**src/rtl/hub75_pkg.sv**
```systemverilog
// Shared types and constants for the HUB75 panel-side receiver.
// Pin bundle, receiver state encoding and rgb lane ordering.
package hub75_pkg;

  localparam int ROW_W = 5;
  localparam int RGB_W = 6;

  // bit positions within pin_rgb = {b1,g1,r1,b0,g0,r0}
  localparam int RGB_R0 = 0;
  localparam int RGB_G0 = 1;
  localparam int RGB_B0 = 2;
  localparam int RGB_R1 = 3;
  localparam int RGB_G1 = 4;
  localparam int RGB_B1 = 5;

  typedef struct packed {
    logic             clk;
    logic             stb;
    logic             oe;
    logic [ROW_W-1:0] addr;
    logic [RGB_W-1:0] rgb;
  } hub75_pins_t;

  typedef enum logic {
    RX_IDLE,
    RX_STREAM
  } rx_state_e;

endpackage

```
**src/rtl/hub75_pin_sync.sv**
```systemverilog
// Two-flop synchronizer for the whole HUB75 pin bundle, plus rising-edge
// pulses for the serial clock and latch, registered alongside the synced pins.
module hub75_pin_sync
  import hub75_pkg::*;
(
  input  logic        display_clock,
  input  logic        reset,
  input  hub75_pins_t pins,
  output hub75_pins_t synced,
  output logic        clk_rise,
  output logic        stb_rise
);

  hub75_pins_t s1;
  hub75_pins_t s2;

  // synced is the third register: edges compare stage 2 against it, so the
  // pulse and the synced data it refers to leave this block on the same cycle
  always_ff @(posedge display_clock) begin
    if (reset) begin
      s1       <= '0;
      s2       <= '0;
      synced   <= '0;
      clk_rise <= 1'b0;
      stb_rise <= 1'b0;
    end else begin
      s1       <= pins;
      s2       <= s1;
      synced   <= s2;
      clk_rise <= s2.clk & ~synced.clk;
      stb_rise <= s2.stb & ~synced.stb;
    end
  end

endmodule

```
**src/rtl/hub75_rx.sv**
```systemverilog
// HUB75 panel-side receiver: rebuilds each latched line as a tagged pixel stream.
// Optional OE-active cycle measurement under HUB75_RX_OE_MEASURE_EN.
//
// state     | meaning
// RX_IDLE   | no line pending, next latch is captured
// RX_STREAM | emitting held line one column per accepted beat
module hub75_rx
  import hub75_pkg::*;
#(
  parameter int COLS   = 128,
  parameter int PLANES = 7,
  parameter int OVR_W  = 8
) (
  input  logic                    display_clock,
  input  logic                    reset,
  input  logic                    pin_clk,
  input  logic                    pin_stb,
  input  logic                    pin_oe,
  input  logic [ROW_W-1:0]        pin_addr,
  input  logic [RGB_W-1:0]        pin_rgb,
  output logic                    out_valid,
  input  logic                    out_ready,
  output logic [ROW_W-1:0]        out_row,
  output logic [2:0]              out_plane,
  output logic [$clog2(COLS)-1:0] out_col,
  output logic [RGB_W-1:0]        out_rgb,
  output logic [OVR_W-1:0]        overrun_cnt,
  output logic [15:0]             oe_cycles
);

  localparam int               COL_W      = $clog2(COLS);
  localparam logic [COL_W-1:0] LAST_COL   = COL_W'(COLS - 1);
  localparam logic [2:0]       LAST_PLANE = 3'(PLANES - 1);

  hub75_pins_t pins_raw;
  hub75_pins_t synced;
  logic        clk_rise;
  logic        stb_rise;

  assign pins_raw = '{clk: pin_clk, stb: pin_stb, oe: pin_oe, addr: pin_addr, rgb: pin_rgb};

  hub75_pin_sync u_sync (
    .display_clock(display_clock),
    .reset        (reset),
    .pins         (pins_raw),
    .synced       (synced),
    .clk_rise     (clk_rise),
    .stb_rise     (stb_rise)
  );

  logic unused_pins;
  assign unused_pins = ^{synced.clk, synced.stb, synced.oe};

  logic [RGB_W-1:0] sh      [COLS];
  logic [RGB_W-1:0] sh_next [COLS];
  logic [RGB_W-1:0] hold    [COLS];

  // a latch on the same cycle as a shift must see the new bit
  always_comb begin
    sh_next = sh;
    if (clk_rise) begin
      sh_next[0] = synced.rgb;
      for (int i = 1; i < COLS; i++) sh_next[i] = sh[i-1];
    end
  end

  always_ff @(posedge display_clock) begin
    if (reset) begin
      for (int i = 0; i < COLS; i++) sh[i] <= '0;
    end else begin
      sh <= sh_next;
    end
  end

  logic [ROW_W-1:0] last_addr;
  logic             first_latch;
  logic [2:0]       plane_q;
  logic [2:0]       plane_next;

  always_comb begin
    plane_next = plane_q;
    if (first_latch || (synced.addr != last_addr)) plane_next = 3'd0;
    else if (plane_q != LAST_PLANE)                plane_next = plane_q + 3'd1;
  end

  // plane tracking follows every latch, dropped or not
  always_ff @(posedge display_clock) begin
    if (reset) begin
      last_addr   <= '0;
      first_latch <= 1'b1;
      plane_q     <= 3'd0;
    end else if (stb_rise) begin
      last_addr   <= synced.addr;
      first_latch <= 1'b0;
      plane_q     <= plane_next;
    end
  end

  rx_state_e state_q;
  rx_state_e state_d;
  logic      accept;
  logic      advance;

  always_ff @(posedge display_clock) begin
    if (reset) state_q <= RX_IDLE;
    else       state_q <= state_d;
  end

  always_comb begin
    state_d   = state_q;
    accept    = 1'b0;
    advance   = 1'b0;
    out_valid = 1'b0;
    case (state_q)
      RX_IDLE: begin
        if (stb_rise) begin
          accept  = 1'b1;
          state_d = RX_STREAM;
        end
      end
      RX_STREAM: begin
        out_valid = 1'b1;
        if (out_ready) begin
          advance = 1'b1;
          if (out_col == LAST_COL) state_d = RX_IDLE;
        end
      end
      default: state_d = RX_IDLE;
    endcase
  end

  always_ff @(posedge display_clock) begin
    if (reset) begin
      for (int c = 0; c < COLS; c++) hold[c] <= '0;
      out_row     <= '0;
      out_plane   <= 3'd0;
      out_col     <= '0;
      overrun_cnt <= '0;
    end else begin
      if (accept) begin
        for (int c = 0; c < COLS; c++) hold[c] <= sh_next[COLS-1-c];
        out_row   <= synced.addr;
        out_plane <= plane_next;
        out_col   <= '0;
      end else if (advance) begin
        out_col <= out_col + 1'b1;
      end
      if (stb_rise && (state_q == RX_STREAM) && (overrun_cnt != '1))
        overrun_cnt <= overrun_cnt + 1'b1;
    end
  end

  assign out_rgb = hold[out_col];

`ifdef HUB75_RX_OE_MEASURE_EN
  logic [15:0] oe_cnt;

  always_ff @(posedge display_clock) begin
    if (reset) begin
      oe_cnt    <= 16'd0;
      oe_cycles <= 16'd0;
    end else if (accept) begin
      oe_cycles <= oe_cnt;
      oe_cnt    <= 16'd0;
    end else if (!synced.oe && (oe_cnt != 16'hffff)) begin
      oe_cnt <= oe_cnt + 16'd1;
    end
  end
`else
  assign oe_cycles = 16'd0;
`endif

endmodule

```
**config.mk**
```make
export PLATFORM = sky130hd
export DESIGN_NAME = hub75_rx
export DESIGN_NICKNAME = d
export VERILOG_FILES = /design/src/rtl/hub75_pkg.sv /design/src/rtl/hub75_pin_sync.sv /design/src/rtl/hub75_rx.sv
export SDC_FILE = /design/constraint.sdc
export NUM_CORES = 2
export LEC_CHECK = 0
export BUFFER_PORTS_ARGS = -buffer_cell sky130_fd_sc_hd__clkbuf_2
export CORE_MARGIN = 2
export CORE_UTILIZATION = 25
export CTS_BUF_LIST = sky130_fd_sc_hd__clkbuf_2 sky130_fd_sc_hd__clkbuf_4 sky130_fd_sc_hd__clkbuf_8
export CTS_CLUSTER_SIZE = 8
export DETAILED_ROUTE_END_ITERATION = 7
export HOLD_SLACK_MARGIN = 0.06
export PLACE_DENSITY = 0.38
export SLEW_MARGIN = 30
export SYNTH_ARGS = -nofsm -noshare
export SYNTH_HDL_FRONTEND = slang
export SYNTH_SLANG_ARGS = --single-unit
```
**constraint.sdc**
```tcl
create_clock -name display_clock -period 29 [get_ports display_clock]
set_input_delay 4.35 -clock display_clock [delete_from_list [all_inputs] [get_ports display_clock]]
set_output_delay 4.35 -clock display_clock [all_outputs]
set_load 0.01 [all_outputs]
```
## After elaboration in Yosys (flattened, before gate mapping)

Memories as Yosys holds them, arrays and structs flattened. A register that Yosys moved wholly into a read port is not among the register bits.
Index checks and enable logic that the tools add are counted.

| storage, ports and cells | value |
|---|---|
| flip-flop bits (word level) | 842 |
| bits in writable memories | 768 |
| input port bits | 17 |
| logic and storage cells | 441 |
| memories kept | 1 |

Memories:

| memory | depth | bits a word | read ports | clocked after memory_dff | wr ports | RTL line | text |
|---|---|---|---|---|---|---|---|
| hold | 128 | 6 | 1 | 1 | 128 | hub75_rx.sv:56 | `logic [RGB_W-1:0] hold [COLS];` |

| cells by class | value |
|---|---|
| multiplexer cells | 146 |
| add/subtract/negate cells | 3 |
| bitwise gates (word level) | 133 |
| equality and inequality tests | 4 |
| reduce and logical (&&, ||, !) cells | 4 |

Operators by type and width:

| kind | number |
|---|---|
| $mux 6 | 128 |
| $mux 768 | 1 |
| $or 1x1->1 | 128 |
| $mux 7 | 2 |
| $mux 1 | 12 |
| $add 8x1->8 const B | 1 |
| $ne 8x8->1 const B | 1 |
| $add 7x1->7 const B | 1 |
| $eq 7x7->1 const B | 1 |
| $mux 3 | 2 |
| $ne 5x5->1 | 1 |
| $add 3x1->3 const B | 1 |
| $ne 3x3->1 const B | 1 |
| $not 1->1 | 3 |
| $and 1x1->1 | 2 |
| $logic_and 1x1->1 | 2 |
| $pmux 1 s2 | 1 |
| $reduce_or 2->1 | 1 |
| $logic_or 1x1->1 | 1 |

## Longest topological paths before layout

| depth | value |
|---|---|
| depth after elaboration | 6 |
| depth in mapped cells | 7 |
| depth with buffers taken out | 6 |

## Cells and area by module

A second synthesis with hierarchy kept.

| unflattened totals | value |
|---|---|
| cell total of the unflattened synthesis | 4324 |
| area, all modules | 60843.4 sq um |

Modules (own cells, without submodules):

| module | cells an instance | area each (sq um) | instances |
|---|---|---|---|
| hub75_rx | 4232 | 59627.2 | 1 |
| hub75_pin_sync | 92 | 1216.2 | 1 |

## Worst setup path after synthesis

Ideal clock, no wire load.

| timing path | value |
|---|---|
| kind | input to register |
| from | input port reset |
| to | register with a tool-made name |
| path slack | 1.901 ns |
| path buffers | 2 |
| stages | 4 |
| data required time | 27.931 ns |
| library setup time | 1.069 ns |
| arrival time | 26.030 ns |
| cells stage by stage | clkbuf_1 > nand2b_1 > clkbuf_1 > nor2_1 |

RTL lines:

| what | RTL line | text |
|---|---|---|
| start, declared | hub75_rx.sv:15 | `input logic reset,` |

==> out/results.txt <==
outcome: complete, no violations
Placed Cells incl. Taps: 7273
gr usage total: 10.6%
Power Total: 4.85 mW
CP Max Fanout: 85
placed inst area: 64200 um2
Async SR Flop Fraction: 0%
Syn-to-layout area delta: 16.3%
clk buf depth: 4
post-synthesis sequential area ratio: 66.0%
Hold Buf Count CTS: 0
Yosys warnings: 0
crit path kind: reg2out
clock period minus final worst setup slack: 9.85 ns
Clock Skew: 0.0504 ns
post-route ant nets: 0
HPWL Detailed: 69600 um
CTS Sinks: 1617
CTS clk-pin slew, worst paths: 0.06 ns
vias in the first global route: 35200
Max Slew Vio Count: 0
Vias/cell: 4.26
DRC: 0
RSZ-0062 raised after global routing: false
register bit total from synthesis: 1617
Root Driver: clkbuf_8
initial core utilization: 25.2%
Final Hold Viols: 0
routed wire length: 131000 um
die width: 497 um
final non-filler cell total: 7826
Post-synth top cells: dfxtp_1 (849), nor2_1 (789), mux2i_1 (774), edfxtp_1 (768), nor3_1 (398)
critical path arrival: 5.50 ns
Synth top area share: 38.0%
Finished Cell Area: 70600 um2
footprint of the multi-input gates: 19400 um2
final core occ: 29.3%
Worst-Margin Slew: 0.966 ns
Cells after Synth: 4316
Worst Hold Launch: u_sync.synced[13]$_SDFF_PP0_
Die Ht: 497 um
maximum VDD drop: 0.0483 mV
CTS tree: built
Max-slew headroom: 35.6%
Std-Cell Rows: 180
count of final setup violators: 0
setup TNS: 0 ns
Worst-Skew Late Latency: 1.00 ns
DR pass1 iterations: 5
CTS H-tree depth: 5
CTS resizes: 0
Reg-to-Reg Start: u_sync.stb_rise$_SDFF_PP0_
period utilisation layout: 34.0%
initial antenna violation count: 6
layout cells sized above 1: 19.1%
Worst Path Required: 24.65 ns
register area: 40100 um2
max cap viols: 0
total grt overflow: 0
core area: 241000 um2
pin count of the biggest net entering global routing: 198
syn_area_per_cell: 14.1 um2
critical path endpoint category: output pin
initial DRC count: 1648
Synth area leader: edfxtp_1
placer congestion estimate: 0.662
main flop type after synthesis: dfxtp_1
Power Density: 68.7 nW/um2
Routed wire per std cell: 16.7 um
Worst setup SP type: register
first-pass GRT wire length: 208000 um
ranking of synthesized cells by area: edfxtp_1 (38%), dfxtp_1 (28%), mux2i_1 (13%), mux4_2 (9.3%), nor2_1 (4.9%)
LEAKAGE: 23.1 nW
Post-CTS Setup Bufs: 0
DR vias: 33300
Synth cell types: 37
post-synthesis cell area: 60700 um2
fillers: 24300
Inserted Clock Buffers: 310
Fmax: 102 MHz
die footprint: 247000 um2
Hold WC Path Type: reg2reg
Layout Nets: 4424
Post-synth EDFFs: 768
Ports: 63
Port Buffers: 45
most common cell in the netlist: dfxtp_1
## per-layer routing
| metal | share of wire [%] | global-route usage (%) | wire, um |
|---|---|---|---|
| met3 | 4.3 | 2.62 | 5620 |
| met5 | 0 | 0 | 0 |
| met4 | 2.2 | 3.45 | 2860 |
| met2 | 47 | 16.8 | 60900 |
| met1 | 47 | 14.1 | 61400 |
## cell families after synthesis
group	synth area share [%]
compound gates	0.245
xor+xnor	0.231
fa+ha+maj	0.0824
buf+inv	2.28
flops	66.0
mux	22.2
other cells	0.00617
simple gates	8.97
## cell usage in the layout (no fill, tap or decap), types with 2 or more instances in the layout
cell type,n
dfxtp_4,6
clkbuf_4,131
clkbuf_8,360
conb_1,16
buf_12,9
clkbuf_2,44
nor2_1,789
a211oi_1,2
xnor2_1,10
ha_1,4
mux4_2,252
nand4_1,5
nand3_1,5
nand4b_1,2
mux2_2,6
xor2_1,6
a21oi_1,17
mux2i_1,774
buf_16,5
edfxtp_1,768
nor2b_1,42
nor3_1,398
buf_4,39
dfxtp_1,842
bufinv_16,3
diode_2,4
nand2_1,24
a2111oi_0,2
clkinvlp_4,5
clkinv_2,17
inv_1,4
nand2b_4,2
buf_6,4
clkinv_1,29
## path summary, 6_finish.rpt
path	end	slack (ns)	cells after the start
min	u_sync.clk_rise$_SDFF_PP0_	0.37	1
min reg2reg	u_sync.clk_rise$_SDFF_PP0_	0.37	1
max	out_rgb[5]	19.15	7
max reg2reg	hold[57][2]$_SDFFCE_PN0P_	23.97	8
## flip-flops by register name, summed over array words and instances (netlist names), named ones only
register and count:
u_sync.clk_rise 1, u_sync.s1 13, out_plane 3, overrun_cnt 8
state_q 1, plane_q 3, first_latch 1, out_col 7
out_row 5, u_sync.s2 13, sh 768, u_sync.stb_rise 1
u_sync.synced 13, hold 768, last_addr 5
## where the power goes
part / switching [mW] / internal [mW] / total (mW)
Combinational: 0.0923 / 0.0473 / 0.140
Clock: 0.948 / 1.32 / 2.27
Sequential: 0.0138 / 2.44 / 2.45
## cell type report
type	count	area share, %
Sequential cell	1617	56.8
Multi-Input combinational cell	2368	27.4
Clock buffer	491	8.41
Tap cell	3185	5.64
Timing Repair Buffer	102	1.26
Clock inverter	55	0.468
Inverter	4	0.0213
Antenna cell	4	0.0142
## worst max-delay path: stages, from the launching register on
cell      delay (ns)
dfxtp_4         0.68
buf_12          0.67
buf_4           0.71
mux4_2          0.60
mux4_2          0.54
mux4_2          0.54
mux2_2          0.40
clkbuf_2        0.17
## through the flow
stage / worst slack, ns / hold slack, ns
finish: 19.15 / 0.374
global route: 18.67 / 0.384
CTS: 18.74 / 0.377
detailed placement: 19.94 / 0.366
global placement: 19.90 / 0.376
floorplan: 1.90 / 0.367
No activity file was read; power rests on OpenSTA's default activity.
